### config.mk
export PLATFORM = sky130hd
export DESIGN_NAME = alu_cmd_sequencer
export DESIGN_NICKNAME = d
export VERILOG_FILES = /design/src/rtl/alu_cmd_sequencer.sv
export SDC_FILE = /design/constraint.sdc
export NUM_CORES = 1
export LEC_CHECK = 0
export CAP_MARGIN = 20
export CORE_ASPECT_RATIO = 2
export CORE_UTILIZATION = 58
export DETAILED_ROUTE_END_ITERATION = 10
export GPL_ROUTABILITY_DRIVEN = 1
export PLACE_DENSITY = 0.91
export SETUP_SLACK_MARGIN = 0.02
export SLEW_MARGIN = 20
export SYNTH_ARGS = -nofsm -noshare
export SYNTH_HDL_FRONTEND = slang
export SYNTH_SLANG_ARGS = --single-unit
### constraint.sdc
create_clock -name clk -period 9.1 [get_ports clk]
set_input_delay 0.91 -clock clk [delete_from_list [all_inputs] [get_ports clk]]
set_output_delay 0.91 -clock clk [all_outputs]
set_load 0.05 [all_outputs]
### src/rtl/alu_cmd_sequencer.sv
// rtl/alu_cmd_sequencer.sv - command FIFO, issue sequencer and result holder around a combinational ALU
module alu_cmd_sequencer #(
    parameter int DEPTH   = 4,
    parameter int ALU_LAT = 1
) (
    input  logic        clk,
    input  logic        rst,
    input  logic        cmd_valid,
    output logic        cmd_ready,
    input  logic [31:0] cmd_a,
    input  logic [31:0] cmd_b,
    input  logic [2:0]  cmd_op,
    output logic [31:0] alu_a,
    output logic [31:0] alu_b,
    output logic [2:0]  alu_op,
    input  logic [31:0] alu_result,
    output logic        res_valid,
    input  logic        res_ready,
    output logic [31:0] res_data,
    output logic [2:0]  res_op,
    output logic        res_err,
    output logic        busy
);

    localparam int AW = $clog2(DEPTH);
    localparam int CW = (ALU_LAT > 1) ? $clog2(ALU_LAT) : 1;
    localparam logic [2:0] OP_DIV = 3'b110;
    localparam logic [2:0] OP_BAD = 3'b111;

    typedef enum logic [1:0] {
        IDLE = 2'd0,
        EXEC = 2'd1,
        DONE = 2'd2
    } state_t;

    state_t        state;
    state_t        state_nxt;

    logic [66:0]   mem [DEPTH];
    logic [AW-1:0] wr_ptr;
    logic [AW-1:0] rd_ptr;
    logic [AW:0]   count;
    logic [CW-1:0] wait_cnt;

    logic          full;
    logic          empty;
    logic          push;
    logic          pop;
    logic [31:0]   head_a;
    logic [31:0]   head_b;
    logic [2:0]    head_op;
    logic          head_illegal;

    assign full    = (count == (AW + 1)'(DEPTH));
    assign empty   = (count == '0);
    assign push    = cmd_valid && !full;
    assign pop     = (state == IDLE) && !empty;
    assign head_a  = mem[rd_ptr][66:35];
    assign head_b  = mem[rd_ptr][34:3];
    assign head_op = mem[rd_ptr][2:0];
    // Illegal opcodes and divide-by-zero never reach the ALU inputs.
    assign head_illegal = (head_op == OP_BAD) || ((head_op == OP_DIV) && (head_b == '0));

    // FIFO storage write; contents need no reset since count gates visibility.
    always_ff @(posedge clk) begin
        if (push) begin
            mem[wr_ptr] <= {cmd_a, cmd_b, cmd_op};
        end
    end

    // FIFO pointers and occupancy; full blocks push regardless of a same-cycle pop.
    always_ff @(posedge clk or posedge rst) begin
        if (rst) begin
            wr_ptr <= '0;
            rd_ptr <= '0;
            count  <= '0;
        end else begin
            if (push) begin
                wr_ptr <= wr_ptr + 1'b1;
            end
            if (pop) begin
                rd_ptr <= rd_ptr + 1'b1;
            end
            case ({push, pop})
                2'b10:   count <= count + 1'b1;
                2'b01:   count <= count - 1'b1;
                default: count <= count;
            endcase
        end
    end

    // State register.
    always_ff @(posedge clk or posedge rst) begin
        if (rst) begin
            state <= IDLE;
        end else begin
            state <= state_nxt;
        end
    end

    // Next-state: trapped commands skip EXEC and go straight to DONE.
    always_comb begin
        state_nxt = state;
        case (state)
            IDLE: begin
                if (!empty) begin
                    state_nxt = head_illegal ? DONE : EXEC;
                end
            end
            EXEC: begin
                if (wait_cnt == '0) begin
                    state_nxt = DONE;
                end
            end
            DONE: begin
                if (res_ready) begin
                    state_nxt = IDLE;
                end
            end
            default: state_nxt = IDLE;
        endcase
    end

    // Status outputs decoded from state and FIFO occupancy.
    always_comb begin
        cmd_ready = !full;
        res_valid = (state == DONE);
        busy      = (state != IDLE) || !empty;
    end

    // Datapath: issue registers, settle counter and result capture.
    always_ff @(posedge clk or posedge rst) begin
        if (rst) begin
            alu_a    <= '0;
            alu_b    <= '0;
            alu_op   <= '0;
            wait_cnt <= '0;
            res_data <= '0;
            res_op   <= '0;
            res_err  <= 1'b0;
        end else begin
            case (state)
                IDLE: begin
                    if (!empty) begin
                        if (head_illegal) begin
                            res_data <= '0;
                            res_op   <= head_op;
                            res_err  <= 1'b1;
                        end else begin
                            alu_a    <= head_a;
                            alu_b    <= head_b;
                            alu_op   <= head_op;
                            wait_cnt <= CW'(ALU_LAT - 1);
                        end
                    end
                end
                EXEC: begin
                    if (wait_cnt == '0) begin
                        res_data <= alu_result;
                        res_op   <= alu_op;
                        res_err  <= 1'b0;
                    end else begin
                        wait_cnt <= wait_cnt - 1'b1;
                    end
                end
                default: begin
                end
            endcase
        end
    end

endmodule
# Word-level counts from Yosys, hierarchy flattened
# Memory sizes are Yosys's and may differ from the RTL's.
# Cells that the tools add are included.
# Widths: inputs -> output; s select.
[totals]
ff_bits = 113
latch_bits = 0
ram_bits = 268
mem_bits_ro = 0
inputBits = 103
out_inout_bits = 106
elab_cells = 72
n_memories = 1
[classes]
add_sub_neg = 5
mul = 0
n_div = 0
n_lt_le_gt_ge = 0
n_eq_ne = 12
n_shift = 0
n_mux = 24
bitwise_logic = 2
reduce_logical = 17
[memory_table]
columns = ["name", "words", "width", "rd", "rd_ports_with_merged_regs", "wr", "line_no", "rtl"]
rows = [
  ["mem", 4, 67, 1, 0, 1, "39", "logic [66:0] mem [DEPTH];"],
]
[op_table]
columns = ["cell", "n"]
rows = [
  ["$mux 32", 3],
  ["$pmux 32 s2", 1],
  ["$logic_not 32->1", 1],
  ["$pmux 3 s2", 2],
  ["$eq 3x3->1 const B", 3],
  ["$mux 3", 3],
  ["$reduce_and 3->1", 3],
  ["$mux 1", 8],
  ["$mux 2", 4],
  ["$ne 2x2->1 const B", 4],
  ["$pmux 2 s3", 1],
  ["$reduce_bool 2->1", 3],
  ["$add 2x1->2 const B", 2],
  ["$eq 2x1->1 const B", 2],
  ["$eq 2x2->1 const B", 2],
  ["$pmux 1 s2", 2],
  ["$reduce_and 4->1", 1],
  ["$add 3x1->3 const B", 1],
  ["$logic_and 1x1->1", 3],
  ["$logic_not 3->1", 1],
  ["$sub 3x1->3 const B", 1],
  ["$logic_not 1->1", 2],
  ["$logic_not 2->1", 1],
  ["$logic_or 1x1->1", 2],
  ["other kinds (3)", 4],
]

# Logic depth before layout (Yosys ltp)
# Gate-level depths: netlist (run 1).
# An unclocked memory read counts as a cell.
[logic_depth]
ltp_word = 7
depth_mapped = 11
depth_no_buf = 10

# Worst setup path after synthesis (run 1)
# No wires, ideal clock.
[synth_path]
path_kind = "register -> register"
start = "register count[0]"
end = "memory mem[0][0], enable pin"
setup_time_ns = 0.433
arrival_ns = 2.631
t_required_ns = 8.667
setup_slack_ns = 6.036
stages_incl_launch_ff = 4
path_buffers = 0
period_less_slack_ns = 3.064
cell_sequence = "dfrtp_1 inv_1 nand3_1 and3_1"
[synth_between]
elab_chain_len = 5
[synth_lines]
columns = ["element", "line_no", "rtl"]
rows = [
  ["from (decl)", "42", "logic [AW:0] count;"],
  ["from (signal assigned)", "85", "2'b10: count <= count + 1'b1;"],
  ["from (signal assigned)", "86", "2'b01: count <= count - 1'b1;"],
  ["from (signal assigned)", "87", "default: count <= count;"],
  ["$eq 3x3->1", "54", "assign full = (count == (AW + 1)'(DEPTH));"],
  ["$logic_not 1->1", "-", ""],
  ["via cmd_ready", "9", "output logic cmd_ready,"],
  ["$logic_and 1x1->1", "56", "assign push = cmd_valid && !full;"],
  ["$mux 1", "66", "if (push) begin"],
  ["$mux 1 (implied by the code)", "67", "mem[wr_ptr] <= {cmd_a, cmd_b, cmd_op};"],
  ["to (decl)", "39", ""],
]
# The timed path passes the listed nets, and every way through them passes these cells.

# Final worst setup path (run 1)
[layout_path]
start = "register rd_ptr[0]"
end = "register alu_a[24], read port of mem"
[layout_between]
elab_chain_len = 6
word_cells_on_any_way = 8
classes_between = "2 x eq/ne; 1 x bitwise; 4 x reduce/logical; 1 x memory"
[layout_lines]
columns = ["element", "line_no", "rtl"]
rows = [
  ["from (decl)", "41", "logic [AW-1:0] rd_ptr;"],
  ["from (signal assigned)", "82", "rd_ptr <= rd_ptr + 1'b1;"],
  ["$mem_v2 4x67 (*)", "-", ""],
  ["$logic_not 32->1 or $eq 3x3->1 (tied branches)", "62", "assign head_illegal = (head_op == OP_BAD) || ((head_op == OP_DIV) && (head_b == '0));"],
  ["$logic_and 1x1->1", "62", ""],
  ["$logic_or 1x1->1", "62", ""],
  ["$not 1->1 (no line)", "-", ""],
  ["$reduce_and 3->1 (no line)", "-", ""],
  ["to (decl)", "13", "output logic [31:0] alu_a,"],
]
# Every way passes the cells marked *; elsewhere a longest branch is shown, timed or not.
# A chain may end at the register's enable or synchronous reset.

==> results of run 1 <==
cells by family (layout without fill, tap and decap cells):
kind of cell | after synthesis | in the layout | synth area share
adders and majority gates | 6 | 6 | 0.00566
muxes | 68 | 68 | 0.104
xor gates and xnor gates | 6 | 6 | 0.00360
buffers and inverters | 64 | 281 | 0.0201
and+or+nand+nor | 179 | 179 | 0.0626
AOI/OAI and AO/OA | 108 | 108 | 0.0605
DFF | 380 | 380 | 0.743
other | 0 | 1 | 0
per-layer routing:
metal,wire (um),GRT usage,up-vias
li1,-,-,3619
met1,11300,0.306,4246
met2,18100,0.477,439
met3,2270,0.0380,90
met4,1420,0.135,0
met5,0,0,-
worst max-delay path: stages, from the launching register on:
cell and delay [ns]:
dfrtp_4 0.86, buf_4 0.74, mux4_2 0.62, nor4_1 0.35
nand2_1 0.21, nor4_4 0.35, buf_4 0.43, o22ai_4 0.35
buf_4 0.38, a221o_1 0.42
stage by stage:
step | area, um2 | setup slack [ns] | util | cells | power (W)
finish | 18000 | 4.16 | 0.732 | 1361 | 0.00712
global placement | 16900 | 4.28 | 0.688 | 1304 | 0.00560
CTS | 18000 | 4.11 | 0.732 | 1360 | 0.00716
global route | 18000 | 3.91 | 0.732 | 1361 | 0.00741
detailed placement | 16900 | 4.23 | 0.688 | 1304 | 0.00572
floorplan | 14600 | 5.23 | - | 811 | 0.00477
cell type report:
type | instances | area [um2]
Antenna cell | 1 | 2.50
Timing Repair Buffer | 217 | 2150
Sequential cell | 380 | 10900
Fill cell | 1401 | 6600
Clock inverter | 16 | 218
Multi-Input combinational cell | 367 | 3490
Inverter | 8 | 32.5
Clock buffer | 40 | 860
Tap cell | 332 | 415
cells in the final DEF, fill, tap and decap left out, types with 5 or more instances in the layout:
cell type	instances
nand2_1	81
edfxtp_1	268
mux4_2	67
nor2_1	6
dfrtp_1	110
nor4_1	8
inv_1	7
clkdlybuf4s50_1	208
ha_1	5
clkinv_2	7
clkbuf_8	5
clkbuf_16	31
bufinv_16	5
buf_4	9
a21oi_1	33
a221o_1	65
and3_1	64
report_power, final:
group / leakage, nW / switching [W] / internal [W]
combinational: 2.28 / 0.00180 / 0.00114
clock: 0.530 / 0.000596 / 0.000809
sequential: 3.82 / 0.000385 / 0.00239
sequential cells by signal, indices dropped and copies added, names as in the netlist:
| name | cells |
|---|---|
| mem | 268 |
| alu_a | 32 |
| alu_b | 32 |
| res_data | 32 |
| alu_op | 3 |
| count | 3 |
| res_op | 3 |
| rd_ptr | 2 |
| state | 2 |
| wr_ptr | 2 |
| res_err | 1 |
path summary, 6_finish.rpt:
check / startpoint / to / slack (ns)
setup / recovery: rd_ptr[0]$_DFFE_PP0P_ / alu_a[24]$_DFFE_PP0P_ / 4.16
hold / removal: res_err$_DFFE_PP0P_ / res_err$_DFFE_PP0P_ / 0.49
setup reg to reg: rd_ptr[0]$_DFFE_PP0P_ / alu_a[24]$_DFFE_PP0P_ / 4.16
hold reg to reg: res_err$_DFFE_PP0P_ / res_err$_DFFE_PP0P_ / 0.49
max in group asynchronous: rst / rd_ptr[1]$_DFFE_PP0P_ / 6.92
min in group asynchronous: rst / alu_b[29]$_DFFE_PP0P_ / 0.80
==> impl_metrics.env, run 1 <==
export IMPL_setup_violations=0
export IMPL_dieHeight_um=226
export IMPL_outcome="completed"
export IMPL_fmax_ghz=0.202
export IMPL_die_x_um=114
export IMPL_clock_root_buffer="clkbuf_16"
export IMPL_cts_buffers=30
export IMPL_synth_common_cells="edfxtp_1, dfrtp_1, nand2_1"
export IMPL_cp_required_ns=9.54
export IMPL_cts_setup_buffers=0
export IMPL_slew_headroom=0.278
export IMPL_drt_iter0_markers=653
export IMPL_area_delta_synth_final_pct=23.5
export IMPL_critPathCaptureType="flop"
export IMPL_yosys_cell_count_top_type="edfxtp_1"
export IMPL_hp_class="reg -> reg"
export IMPL_synthesis_area_mm2=0.0146
export IMPL_synth_top_cell_area_share=0.551
export IMPL_die_area_mm2=0.0258
export IMPL_drv_cap=0
export IMPL_rsz0062_at_grt="no"
export IMPL_start_util=0.593
export IMPL_grt_pass1_vias=8970
export IMPL_cp_start_kind="flop"
export IMPL_synth_largest_area_cell="edfxtp_1"
export IMPL_place_congestion=0.754
export IMPL_drtAntennaViolNets=0
export IMPL_cp_max_fo=40
export IMPL_ys_warn_count=0
export IMPL_drc=0
export IMPL_critical_path_class="reg -> reg"
export IMPL_h_tree_depth=1
export IMPL_final_hold_viol_count=0
export IMPL_synth_fp_nets=920
export IMPL_pin_count=209
export IMPL_cts_sinks=380
export IMPL_seq_area_frac_synth=0.743
export IMPL_fp_row_count=81
export IMPL_cts_hold_buf=0
export IMPL_ir_drop_v=0.000329
export IMPL_final_max_slew_viol_count=0
export IMPL_tns_ns=0
export IMPL_antenna_found_initial=1
export IMPL_grt_max_degree=69
export IMPL_worstHoldPathCells=1
export IMPL_coreArea_mm2=0.0246
export IMPL_wl_per_cell_um=24.3
export IMPL_vias=8394
export IMPL_synth_seq_cells=380
export IMPL_power_leakage_nw=6.63
export IMPL_synth_async_reset_ratio=0.295
export IMPL_fin_crit_sh=0.543
export IMPL_critPathArrivalTime_ns=5.38
export IMPL_final_nets=1113
export IMPL_rr_worst_depth=9
export IMPL_syn_inst=811
export IMPL_avgSynthCellArea_um2=18.0
export IMPL_ys_top_cells_by_area="edfxtp_1, dfrtp_1, mux4_2"
export IMPL_period_minus_slack_ns=4.94
export IMPL_path_clk_slew_ns=0.07
export IMPL_clock_latency_ns=0.57
export IMPL_synth_edff_count=268
export IMPL_hpwl_mm=19.7
export IMPL_grt_pass1_wl_mm=50.1
export IMPL_cts_tree="done"
export IMPL_numPortBuffers=208
export IMPL_power_density_mw_per_mm2=395
export IMPL_wl_mm=33.1
export IMPL_ctsResizeCount=0
export IMPL_grt_use_total=0.265
export IMPL_drt_vias_per_instance=6.17
export IMPL_skew_ns=0.0195
export IMPL_fin_hold_ws_ns=0.486
export IMPL_synth_cell_type_count=34
export IMPL_synth_top_flop_cell="edfxtp_1"
export IMPL_gr_total_overflow=0
export IMPL_final_layout_size_suffix_gt1_frac=0.137
export IMPL_worstMarginPinSlew_ns=1.08
export IMPL_first_pass_iters=5
export IMPL_clock_path_buffers=3
No activity file was read; power rests on OpenSTA's default activity.
==> run 2, diff against run 1 <==
--- a/config.mk
+++ b/config.mk
@@ -7,10 +7,10 @@
 export LEC_CHECK = 0
 export CAP_MARGIN = 20
 export CORE_ASPECT_RATIO = 2
-export CORE_UTILIZATION = 58
+export CORE_UTILIZATION = 49
 export DETAILED_ROUTE_END_ITERATION = 10
 export GPL_ROUTABILITY_DRIVEN = 1
-export PLACE_DENSITY = 0.91
+export PLACE_DENSITY = 0.83
 export SETUP_SLACK_MARGIN = 0.02
 export SLEW_MARGIN = 20
 export SYNTH_ARGS = -nofsm -noshare
==> constraint.sdc (replaced) <==
create_clock -name clk -period 4.2 [get_ports clk]
set_input_delay 0.42 -clock clk [delete_from_list [all_inputs] [get_ports clk]]
set_output_delay 0.42 -clock clk [all_outputs]
set_load 0.05 [all_outputs]
==> impl_metrics.env, run 2 (same netlist as run 1, synthesis figures left out) <==
export IMPL_cts_setup_buffers=0
export IMPL_cp_num_buf_inv=1
export IMPL_fin_crit_sh=0.894
export IMPL_setup_violations=0
export IMPL_cp_start_kind="flop"
export IMPL_final_hold_viol_count=0
export IMPL_place_congestion=0.753
export IMPL_antenna_found_initial=0
export IMPL_drc=0
export IMPL_critPathArrivalTime_ns=4.17
export IMPL_critPathCaptureType="flop"
export IMPL_dieHeight_um=246
export IMPL_cts_sinks=380
export IMPL_cts_hold_buf=0
export IMPL_first_pass_iters=4
export IMPL_cts_buffers=34
export IMPL_grt_max_degree=71
export IMPL_hpwl_mm=20.3
export IMPL_coreArea_mm2=0.0294
export IMPL_antennaDiodeCount=0
export IMPL_cp_top_family="simple AND/OR/NAND/NOR gates"
export IMPL_critPathMaxStageDelay_ns=0.78
export IMPL_cts_tree="done"
export IMPL_worstPathCellList="mux4_2 -> nor4_1 -> nand2_1 -> nor4_4 -> o22ai_4 -> buf_12 -> a221o_1"
export IMPL_clock_path_buffers=3
export IMPL_clock_root_buffer="clkbuf_16"
export IMPL_critical_path_slowest_cell="dfrtp_4"
export IMPL_worstMarginPinSlew_ns=1.09
export IMPL_drtAntennaViolNets=0
export IMPL_power_leakage_nw=6.68
export IMPL_nFillCells=2102
export IMPL_grt_pass1_vias=8738
export IMPL_numPortBuffers=208
export IMPL_wl_per_cell_um=23.0
export IMPL_hp_class="in -> async"
export IMPL_start_util=0.496
export IMPL_final_common_cell="edfxtp_1"
export IMPL_largest_reg_flops=268
export IMPL_fmax_ghz=0.266
export IMPL_fp_row_count=89
export IMPL_clock_latency_ns=0.54
export IMPL_final_cell_mix="edfxtp_1, clkdlybuf4s50_1, dfrtp_1, nand2_1, mux4_2"
export IMPL_wl_mm=32.4
export IMPL_gr_total_overflow=0
export IMPL_die_x_um=124
export IMPL_drt_vias_per_instance=5.83
export IMPL_drt_iter0_markers=451
export IMPL_skew_ns=0.0214
export IMPL_final_layout_size_suffix_gt1_frac=0.138
export IMPL_area_delta_synth_final_pct=24.7
export IMPL_ir_drop_v=0.000439
export IMPL_period_minus_slack_ns=3.76
export IMPL_h_tree_depth=2
export IMPL_top_register="mem"
export IMPL_tns_ns=0
export IMPL_power_density_mw_per_mm2=848
export IMPL_grt_pass1_wl_mm=48.6
export IMPL_final_max_slew_viol_count=0
export IMPL_path_clk_slew_ns=0.06
export IMPL_outcome="completed"
export IMPL_fin_hold_ws_ns=0.426
export IMPL_slew_headroom=0.273
export IMPL_drv_cap=0
export IMPL_grt_use_total=0.218
export IMPL_cp_max_fo=34
export IMPL_pin_count=209
export IMPL_rsz0062_at_grt="no"
export IMPL_die_area_mm2=0.0305
export IMPL_critical_path_class="reg -> reg"
export IMPL_vias=8192
export IMPL_ctsResizeCount=0
export IMPL_cp_required_ns=4.61
export IMPL_final_nets=1125
run 2: metrics by stage:
stage                     cell area, um2   util  total power [W]  instances  setup slack [ns]
final                              18200  0.619           0.0154       1406             0.444
after global routing               18200  0.619           0.0161       1406             0.231
after CTS                          18200  0.618           0.0156       1404             0.459
after detailed placement           17100  0.581           0.0125       1342             0.495
after global placement             17100  0.581           0.0123       1342             0.557
after floorplan                    14600      -           0.0103        811             0.821
run 2: per-layer routing:
layer | routed length [um] | vias up | GRT usage
met5 | 0 | - | 0
met4 | 1510 | 0 | 0.119
met3 | 1690 | 85 | 0.0373
met2 | 18000 | 298 | 0.396
met1 | 11200 | 4164 | 0.235
li1 | - | 3645 | -
run 2: power by group:
group	internal (W)	total [W]	switching, W
Sequential	0.00518	0.00588	0.000694
Combinational	0.00256	0.00655	0.00399
Clock	0.00168	0.00301	0.00134
run 2: worst paths after layout:
path                            depth (start not counted)                 endpoint  slack, ns             startpoint
worst max-delay path                                    7     alu_a[7]$_DFFE_PP0P_       0.44  rd_ptr[0]$_DFFE_PP0P_
worst min-delay path                                    2  res_data[7]$_DFFE_PP0P_       0.43                    rst
worst max register to register                          7     alu_a[7]$_DFFE_PP0P_       0.44  rd_ptr[0]$_DFFE_PP0P_
worst min register to register                          1      res_err$_DFFE_PP0P_       0.49    res_err$_DFFE_PP0P_
max in group asynchronous                               3     alu_b[9]$_DFFE_PP0P_       3.00                    rst
min in group clk                                        3  res_data[5]$_DFFE_PP0P_       0.44          alu_result[5]
run 2: worst register-to-register path, stage by stage, from the launching register on:
cell     delay, ns
dfrtp_4       0.78
mux4_2        0.63
nor4_1        0.62
nand2_1       0.19
nor4_4        0.40
o22ai_4       0.36
buf_12        0.29
a221o_1       0.38
run 2: layout make-up:
| type | count | area (um2) | area share |
|---|---|---|---|
| Clock buffer | 46 | 916 | 0.0503 |
| Sequential cell | 380 | 10900 | 0.596 |
| Tap cell | 364 | 455 | 0.0250 |
| Clock inverter | 16 | 160 | 0.00880 |
| Timing Repair Buffer | 225 | 2290 | 0.126 |
| Inverter | 8 | 32.5 | 0.00179 |
| Multi-Input combinational cell | 367 | 3490 | 0.192 |
